[config.mk]
export PLATFORM = sky130hd
export DESIGN_NAME = bus_arbiter
export DESIGN_NICKNAME = d
export VERILOG_FILES = /design/src/rtl/bus_arb_pkg.sv /design/src/rtl/bus_arbiter_burst_counter.sv /design/src/rtl/bus_arbiter.sv
export SDC_FILE = /design/constraint.sdc
export NUM_CORES = 1
export LEC_CHECK = 0
export CAP_MARGIN = 20
export CORE_AREA = 2 2 185 187
export DETAILED_ROUTE_END_ITERATION = 10
export DIE_AREA = 0 0 187 189
export GPL_TIMING_DRIVEN = 0
export PLACE_DENSITY_LB_ADDON = 0.1
export SYNTH_ARGS = -nofsm -noshare
export SYNTH_HDL_FRONTEND = slang
export SYNTH_HIERARCHICAL = 1
export SYNTH_SLANG_ARGS = --single-unit
[constraint.sdc]
create_clock -name clk -period 2.1 [get_ports clk]
set_input_delay 0.525 -clock clk [delete_from_list [all_inputs] [get_ports clk]]
set_output_delay 0.525 -clock clk [all_outputs]
set_load 0.02 [all_outputs]
[src/rtl/bus_arb_pkg.sv]
// Shared types and constants for the ibus/dbus system-bus arbiter.
package bus_arb_pkg;

  typedef enum logic [1:0] {
    IDLE   = 2'd0,
    IGRANT = 2'd1,
    DGRANT = 2'd2
  } arb_state_e;

  localparam logic       TAG_READ        = 1'b1;
  localparam logic       TAG_WRITE       = 1'b0;
  localparam logic [3:0] TAG_TYPE_MEMORY = 4'b0001;

  localparam int DEFAULT_BURST_BEATS = 8;
  localparam int BEAT_CNT_W          = $clog2(DEFAULT_BURST_BEATS);

  // Counter width that stays legal for a single-beat burst.
  function automatic int beat_cnt_w(input int beats);
    return (beats > 1) ? $clog2(beats) : 1;
  endfunction

endpackage

[src/rtl/bus_arbiter_burst_counter.sv]
// Tracks an outstanding read burst: pending flag plus response beat count.
module bus_arbiter_burst_counter
  import bus_arb_pkg::*;
#(
  parameter int BURST_BEATS = DEFAULT_BURST_BEATS,
  parameter int CNT_W       = beat_cnt_w(BURST_BEATS)
) (
  input  logic clk,
  input  logic rst_n,
  input  logic read_accept_i,
  input  logic beat_i,
  output logic pending_o,
  output logic last_beat_o
);

  localparam logic [CNT_W-1:0] LAST_BEAT = CNT_W'(BURST_BEATS - 1);

  logic             pending_q, pending_d;
  logic [CNT_W-1:0] cnt_q, cnt_d;

  assign last_beat_o = pending_q & beat_i & (cnt_q == LAST_BEAT);
  assign pending_o   = pending_q;

  always_comb begin
    pending_d = pending_q;
    cnt_d     = cnt_q;
    if (pending_q && beat_i) begin
      if (cnt_q == LAST_BEAT) begin
        pending_d = 1'b0;
        cnt_d     = '0;
      end else begin
        cnt_d = cnt_q + CNT_W'(1);
      end
    end
    if (read_accept_i) begin
      pending_d = 1'b1;
    end
  end

  always_ff @(posedge clk or negedge rst_n) begin
    if (!rst_n) begin
      pending_q <= 1'b0;
      cnt_q     <= '0;
    end else begin
      pending_q <= pending_d;
      cnt_q     <= cnt_d;
    end
  end

endmodule

[src/rtl/bus_arbiter.sv]
// Two-master (ibus fetch / dbus data) to one system-bus arbiter with burst tracking.
// Optional ARB_ROUND_ROBIN_EN: simultaneous IDLE requests alternate instead of dbus priority.
module bus_arbiter
  import bus_arb_pkg::*;
#(
  parameter int BUS_DATA_WIDTH = 64,
  parameter int BUS_TAG_WIDTH  = 13,
  parameter int BURST_BEATS    = 8
) (
  input  logic                      clk,
  input  logic                      reset,
  input  logic [BUS_DATA_WIDTH-1:0] ibus_req,
  input  logic                      ibus_reqcyc,
  input  logic [BUS_TAG_WIDTH-1:0]  ibus_reqtag,
  output logic                      ibus_reqack,
  output logic                      ibus_respcyc,
  output logic [BUS_DATA_WIDTH-1:0] ibus_resp,
  output logic [BUS_TAG_WIDTH-1:0]  ibus_resptag,
  input  logic                      ibus_respack,
  input  logic [BUS_DATA_WIDTH-1:0] dbus_req,
  input  logic                      dbus_reqcyc,
  input  logic [BUS_TAG_WIDTH-1:0]  dbus_reqtag,
  output logic                      dbus_reqack,
  output logic                      dbus_respcyc,
  output logic [BUS_DATA_WIDTH-1:0] dbus_resp,
  output logic [BUS_TAG_WIDTH-1:0]  dbus_resptag,
  input  logic                      dbus_respack,
  output logic [BUS_DATA_WIDTH-1:0] bus_req,
  output logic                      bus_reqcyc,
  output logic [BUS_TAG_WIDTH-1:0]  bus_reqtag,
  input  logic                      bus_reqack,
  input  logic                      bus_respcyc,
  input  logic [BUS_DATA_WIDTH-1:0] bus_resp,
  input  logic [BUS_TAG_WIDTH-1:0]  bus_resptag,
  output logic                      bus_respack
);

  localparam int TAG_RW_BIT = BUS_TAG_WIDTH - 1;

  arb_state_e state_q, state_d;
  logic       owner_reqcyc;
  logic       read_accept, beat, pending, last_beat;

  // Routing: only the owner sees acks and response-valid; data and tags are broadcast.
  always_comb begin
    bus_req      = '0;
    bus_reqcyc   = 1'b0;
    bus_reqtag   = '0;
    bus_respack  = 1'b0;
    ibus_reqack  = 1'b0;
    ibus_respcyc = 1'b0;
    dbus_reqack  = 1'b0;
    dbus_respcyc = 1'b0;
    owner_reqcyc = 1'b0;
    ibus_resp    = bus_resp;
    ibus_resptag = bus_resptag;
    dbus_resp    = bus_resp;
    dbus_resptag = bus_resptag;
    case (state_q)
      IGRANT: begin
        bus_req      = ibus_req;
        bus_reqcyc   = ibus_reqcyc;
        bus_reqtag   = ibus_reqtag;
        bus_respack  = ibus_respack;
        ibus_reqack  = bus_reqack;
        ibus_respcyc = bus_respcyc;
        owner_reqcyc = ibus_reqcyc;
      end
      DGRANT: begin
        bus_req      = dbus_req;
        bus_reqcyc   = dbus_reqcyc;
        bus_reqtag   = dbus_reqtag;
        bus_respack  = dbus_respack;
        dbus_reqack  = bus_reqack;
        dbus_respcyc = bus_respcyc;
        owner_reqcyc = dbus_reqcyc;
      end
      default: ;
    endcase
  end

  assign read_accept = bus_reqcyc & bus_reqack & (bus_reqtag[TAG_RW_BIT] == TAG_READ);
  assign beat        = bus_respcyc & bus_respack;

  bus_arbiter_burst_counter #(
    .BURST_BEATS (BURST_BEATS)
  ) u_burst_counter (
    .clk           (clk),
    .rst_n         (reset),
    .read_accept_i (read_accept),
    .beat_i        (beat),
    .pending_o     (pending),
    .last_beat_o   (last_beat)
  );

`ifdef ARB_ROUND_ROBIN_EN
  logic last_dbus_q, last_dbus_d;

  always_comb begin
    last_dbus_d = last_dbus_q;
    if (state_q == IDLE && state_d != IDLE) begin
      last_dbus_d = (state_d == DGRANT);
    end
  end

  always_ff @(posedge clk or negedge reset) begin
    if (!reset) begin
      last_dbus_q <= 1'b0;
    end else begin
      last_dbus_q <= last_dbus_d;
    end
  end
`endif

  // The grant drops on the edge that closes the final beat, so IDLE lasts one cycle.
  always_comb begin
    state_d = state_q;
    case (state_q)
      IDLE: begin
`ifdef ARB_ROUND_ROBIN_EN
        if (dbus_reqcyc && ibus_reqcyc) begin
          state_d = last_dbus_q ? IGRANT : DGRANT;
        end else if (dbus_reqcyc) begin
          state_d = DGRANT;
        end else if (ibus_reqcyc) begin
          state_d = IGRANT;
        end
`else
        if (dbus_reqcyc) begin
          state_d = DGRANT;
        end else if (ibus_reqcyc) begin
          state_d = IGRANT;
        end
`endif
      end
      IGRANT, DGRANT: begin
        if (!owner_reqcyc && (!pending || last_beat)) begin
          state_d = IDLE;
        end
      end
      default: state_d = IDLE;
    endcase
  end

  always_ff @(posedge clk or negedge reset) begin
    if (!reset) begin
      state_q <= IDLE;
    end else begin
      state_q <= state_d;
    end
  end

endmodule

==> impl_metrics.tcl <==
set metrics [dict create \
    status "finished, violations left" \
    violations "setup timing" \
    port_buffers 398 \
    drive_above_1_share_pct 44.3 \
    mappedNetlistArea_um2 2830 \
    first_pass_iters 4 \
    grt-ovfl-total 0 \
    track_usage_pct 9.39 \
    drc 0 \
    cts_root_buffer "clkbuf_16" \
    hold_violations 0 \
    r2r_end "state_q[1]" \
    r2r_start "state_q[0]" \
    die_w_um 187 \
    worstPathRequired_ns 1.57 \
    end_kind "primary output" \
    cts_max_level 1 \
    clock-sinks 6 \
    synth_nets 625 \
    dp_slack_ns -0.890 \
    clk_pin_slew_ns 0.03 \
    ff_latch_area_um2 153 \
    grt_pass1_vias 3995 \
    hold_buffers 0 \
    grt_pass1_wl_um 25800 \
    critical_path_class "flip-flop to primary output" \
    vias 4083 \
    reg2reg_depth 9 \
    critPathMostFrequentCell "buf_12" \
    cp_max_fo 6 \
    p_per_area_nw_per_um2 816 \
    design.die.area_um2 35300 \
    syn_area_per_cell_um2 7.42 \
    clk_path_buf_depth 2 \
    hp-class "flip-flop to flip-flop" \
    synth-seq-area-share_pct 5.31 \
    nFillCells 3715 \
    die_h_um 189 \
    dp_hpwl_um 15500 \
    clock_latency_ns 0.23 \
    fin_crit_sh_pct 105 \
    viasPerCell 3.28 \
    cp-endpoint "bus_req[54]" \
    stdcell_area_um2 8160 \
    antenna_found_initial 1 \
    antenna_left 0 \
    drt_iter0_drc 59 \
    crit_buf_inv 5 \
    cts_tree "yes" \
    crit_family "buffers and inverters" \
    io-pin-count 476 \
    slew_violations 0 \
    nets 1042 \
    yosysUniqueCellTypes 25 \
    rsz0062_at_grt "yes" \
    max_freq_ghz 0.452 \
    yosys_warnings 6 \
    path_cells "inv_4 > ha_4 > buf_12 > buf_12 > buf_12 > a22oi_1 > nor2b_1 > buf_4" \
    multi_input_area_um2 1670 \
    wirelength_um 18600 \
    dpl_cell_area_um2 7370 \
    setup_viol 63 \
    routabilityCongestion 0.719 \
    period_minus_slack_ns 2.21 \
    crit_arrival_ns 1.69 \
    maxCapViolations 0 \
    wire_per_inst_um 15.0 \
    core_um2 33300 \
    initial_utilization_pct 8.49 \
    ys_ff_latch 6 \
    setup_ws_ns -0.112 \
    rows 67 \
    startpoint "state_q[1]" \
    worstMarginPinSlew_ns 0.313 \
    leakage_uw 0.00334 \
    max-slew-margin-rel_pct 79.0 \
    syn2layout_area_growth_pct 189 \
    crit_cells 8 \
    slowest_delay_ns 0.41 \
    cts_buffers 3 \
    ir_drop_v 0.000336 \
    total_power_uw 6650 \
    synthCells 381 \
    start_kind "flip-flop" \
    grt_max_degree 11 \
    clock_skew_ns 0.000280 \
    crit_slowest_cell "dfrtp_2" \
    reg2reg_slack_ns 0.11 \
    diodes 0 \
]
[power by group]
part / internal [uW] / switching (uW)
sequential: 156 / 47.9
combinational: 3370 / 2780
clock: 244 / 61.6
[how the worst min path moves through the flow]
stage	start	to	slack, ns	cells past startpoint
after detailed placement	u_burst_counter/cnt_q[1]	u_burst_counter/cnt_q[1]	0.50	1
after floorplan	reset	state_q[0]	0.23	0
after global routing	u_burst_counter/cnt_q[1]	u_burst_counter/cnt_q[1]	0.53	1
after CTS	u_burst_counter/cnt_q[1]	u_burst_counter/cnt_q[1]	0.51	1
final	u_burst_counter/cnt_q[1]	u_burst_counter/cnt_q[1]	0.51	1
after global placement	u_burst_counter/cnt_q[1]	u_burst_counter/cnt_q[1]	0.50	1
[per-stage QoR]
stage	cells	TNS [ns]	hold WS (ns)	util, %
after global placement	1227	-64.84	0.502	22.1
after detailed placement	1227	-63.44	0.501	22.1
after global routing	1244	-9.27	0.527	24.5
after CTS	1235	-10.91	0.513	22.8
final	1244	-2.52	0.510	24.5
after floorplan	381	0	0.229	-
[routing by layer]
metal  global-route usage [%]  vias up  part of all wire [%]
met4                    0.549        2                  0.43
met1                     10.0     1830                    36
met5                        0        -                 0.070
met2                     18.8      252                    55
met3                     2.85        6                   8.7
li1                         -     1993                     -
[what timing repair did]
action,CTS,global route
cloned,3,6
endpoints found under the setup margin,88,85
gates resized for setup,491,108
setup buffers,2,3
pin swaps,1,6
[registers in the layout (all words and copies together), names as in the netlist]
register / count
u_burst_counter/cnt_q: 3
u_burst_counter/pending_o: 1
state_q: 2
[cells in the mapped netlist]
cell,instances,area share [%]
buf_4,154,41
nor2b_1,81,18
a22oi_1,79,21
buf_2,14,2.5
clkbuf_1,9,1.2
and2_1,6,1.3
dfrtp_1,6,5.3
ha_1,5,2.2
buf_6,4,1.6
mux2_4,3,1.6
inv_1,2,0.27
nand2_1,2,0.27
nand2b_1,2,0.44
nor3_1,2,0.35
o22ai_1,2,0.44
a21boi_1,1,0.27
a21o_2,1,0.31
a22o_1,1,0.31
and3_1,1,0.22
and3_2,1,0.27
nand2_2,1,0.22
nand3b_1,1,0.27
nor2_1,1,0.13
o211ai_1,1,0.27
o211ai_2,1,0.44
[kinds of logic (layout without fill, tap and decap cells)]
kind of cell / count (synthesis) / after routing / synth area share (%)
AOI/OAI and AO/OA: 86 / 86 / 23.0
DFF: 6 / 6 / 5.31
adders and majority gates: 5 / 5 / 2.21
muxes: 3 / 3 / 1.59
and+or+nand+nor: 98 / 98 / 21.4
buffers and inverters: 183 / 598 / 46.4
[area by class of cell]
cell class	instances	share of cell area [%]
flip-flops and latches	6	1.87
inverters	2	0.153
plain buffers	181	19.7
clock buffers	3	0.920
repair buffers	412	50.0
well taps	448	6.87
multi-input cells	192	20.4
[cell usage in the layout, fill, tap and decap left out]
cell / synthesis / routed
a21boi_2: 0 / 1
a21o_2: 1 / 1
a22o_4: 0 / 1
a22oi_1: 79 / 48
a22oi_2: 0 / 31
and2_1: 6 / 2
and2_4: 0 / 4
and3_1: 1 / 1
and3_2: 1 / 1
buf_12: 0 / 12
buf_16: 0 / 3
buf_4: 154 / 230
buf_6: 4 / 15
buf_8: 0 / 9
clkbuf_16: 0 / 9
clkbuf_2: 0 / 1
clkbuf_8: 0 / 2
clkdlybuf4s50_1: 0 / 315
dfrtp_1: 6 / 4
dfrtp_2: 0 / 2
ha_1: 5 / 2
ha_4: 0 / 3
inv_4: 0 / 2
mux2_4: 3 / 3
nand2_1: 2 / 2
nand2_2: 1 / 1
nand2b_1: 2 / 2
nand3b_1: 1 / 1
nor2_1: 1 / 1
nor2b_1: 81 / 60
nor2b_2: 0 / 14
nor2b_4: 0 / 7
nor3_1: 2 / 2
o211ai_1: 1 / 1
o211ai_2: 1 / 1
o22ai_1: 2 / 2
Power figures use the tool's default switching activity.
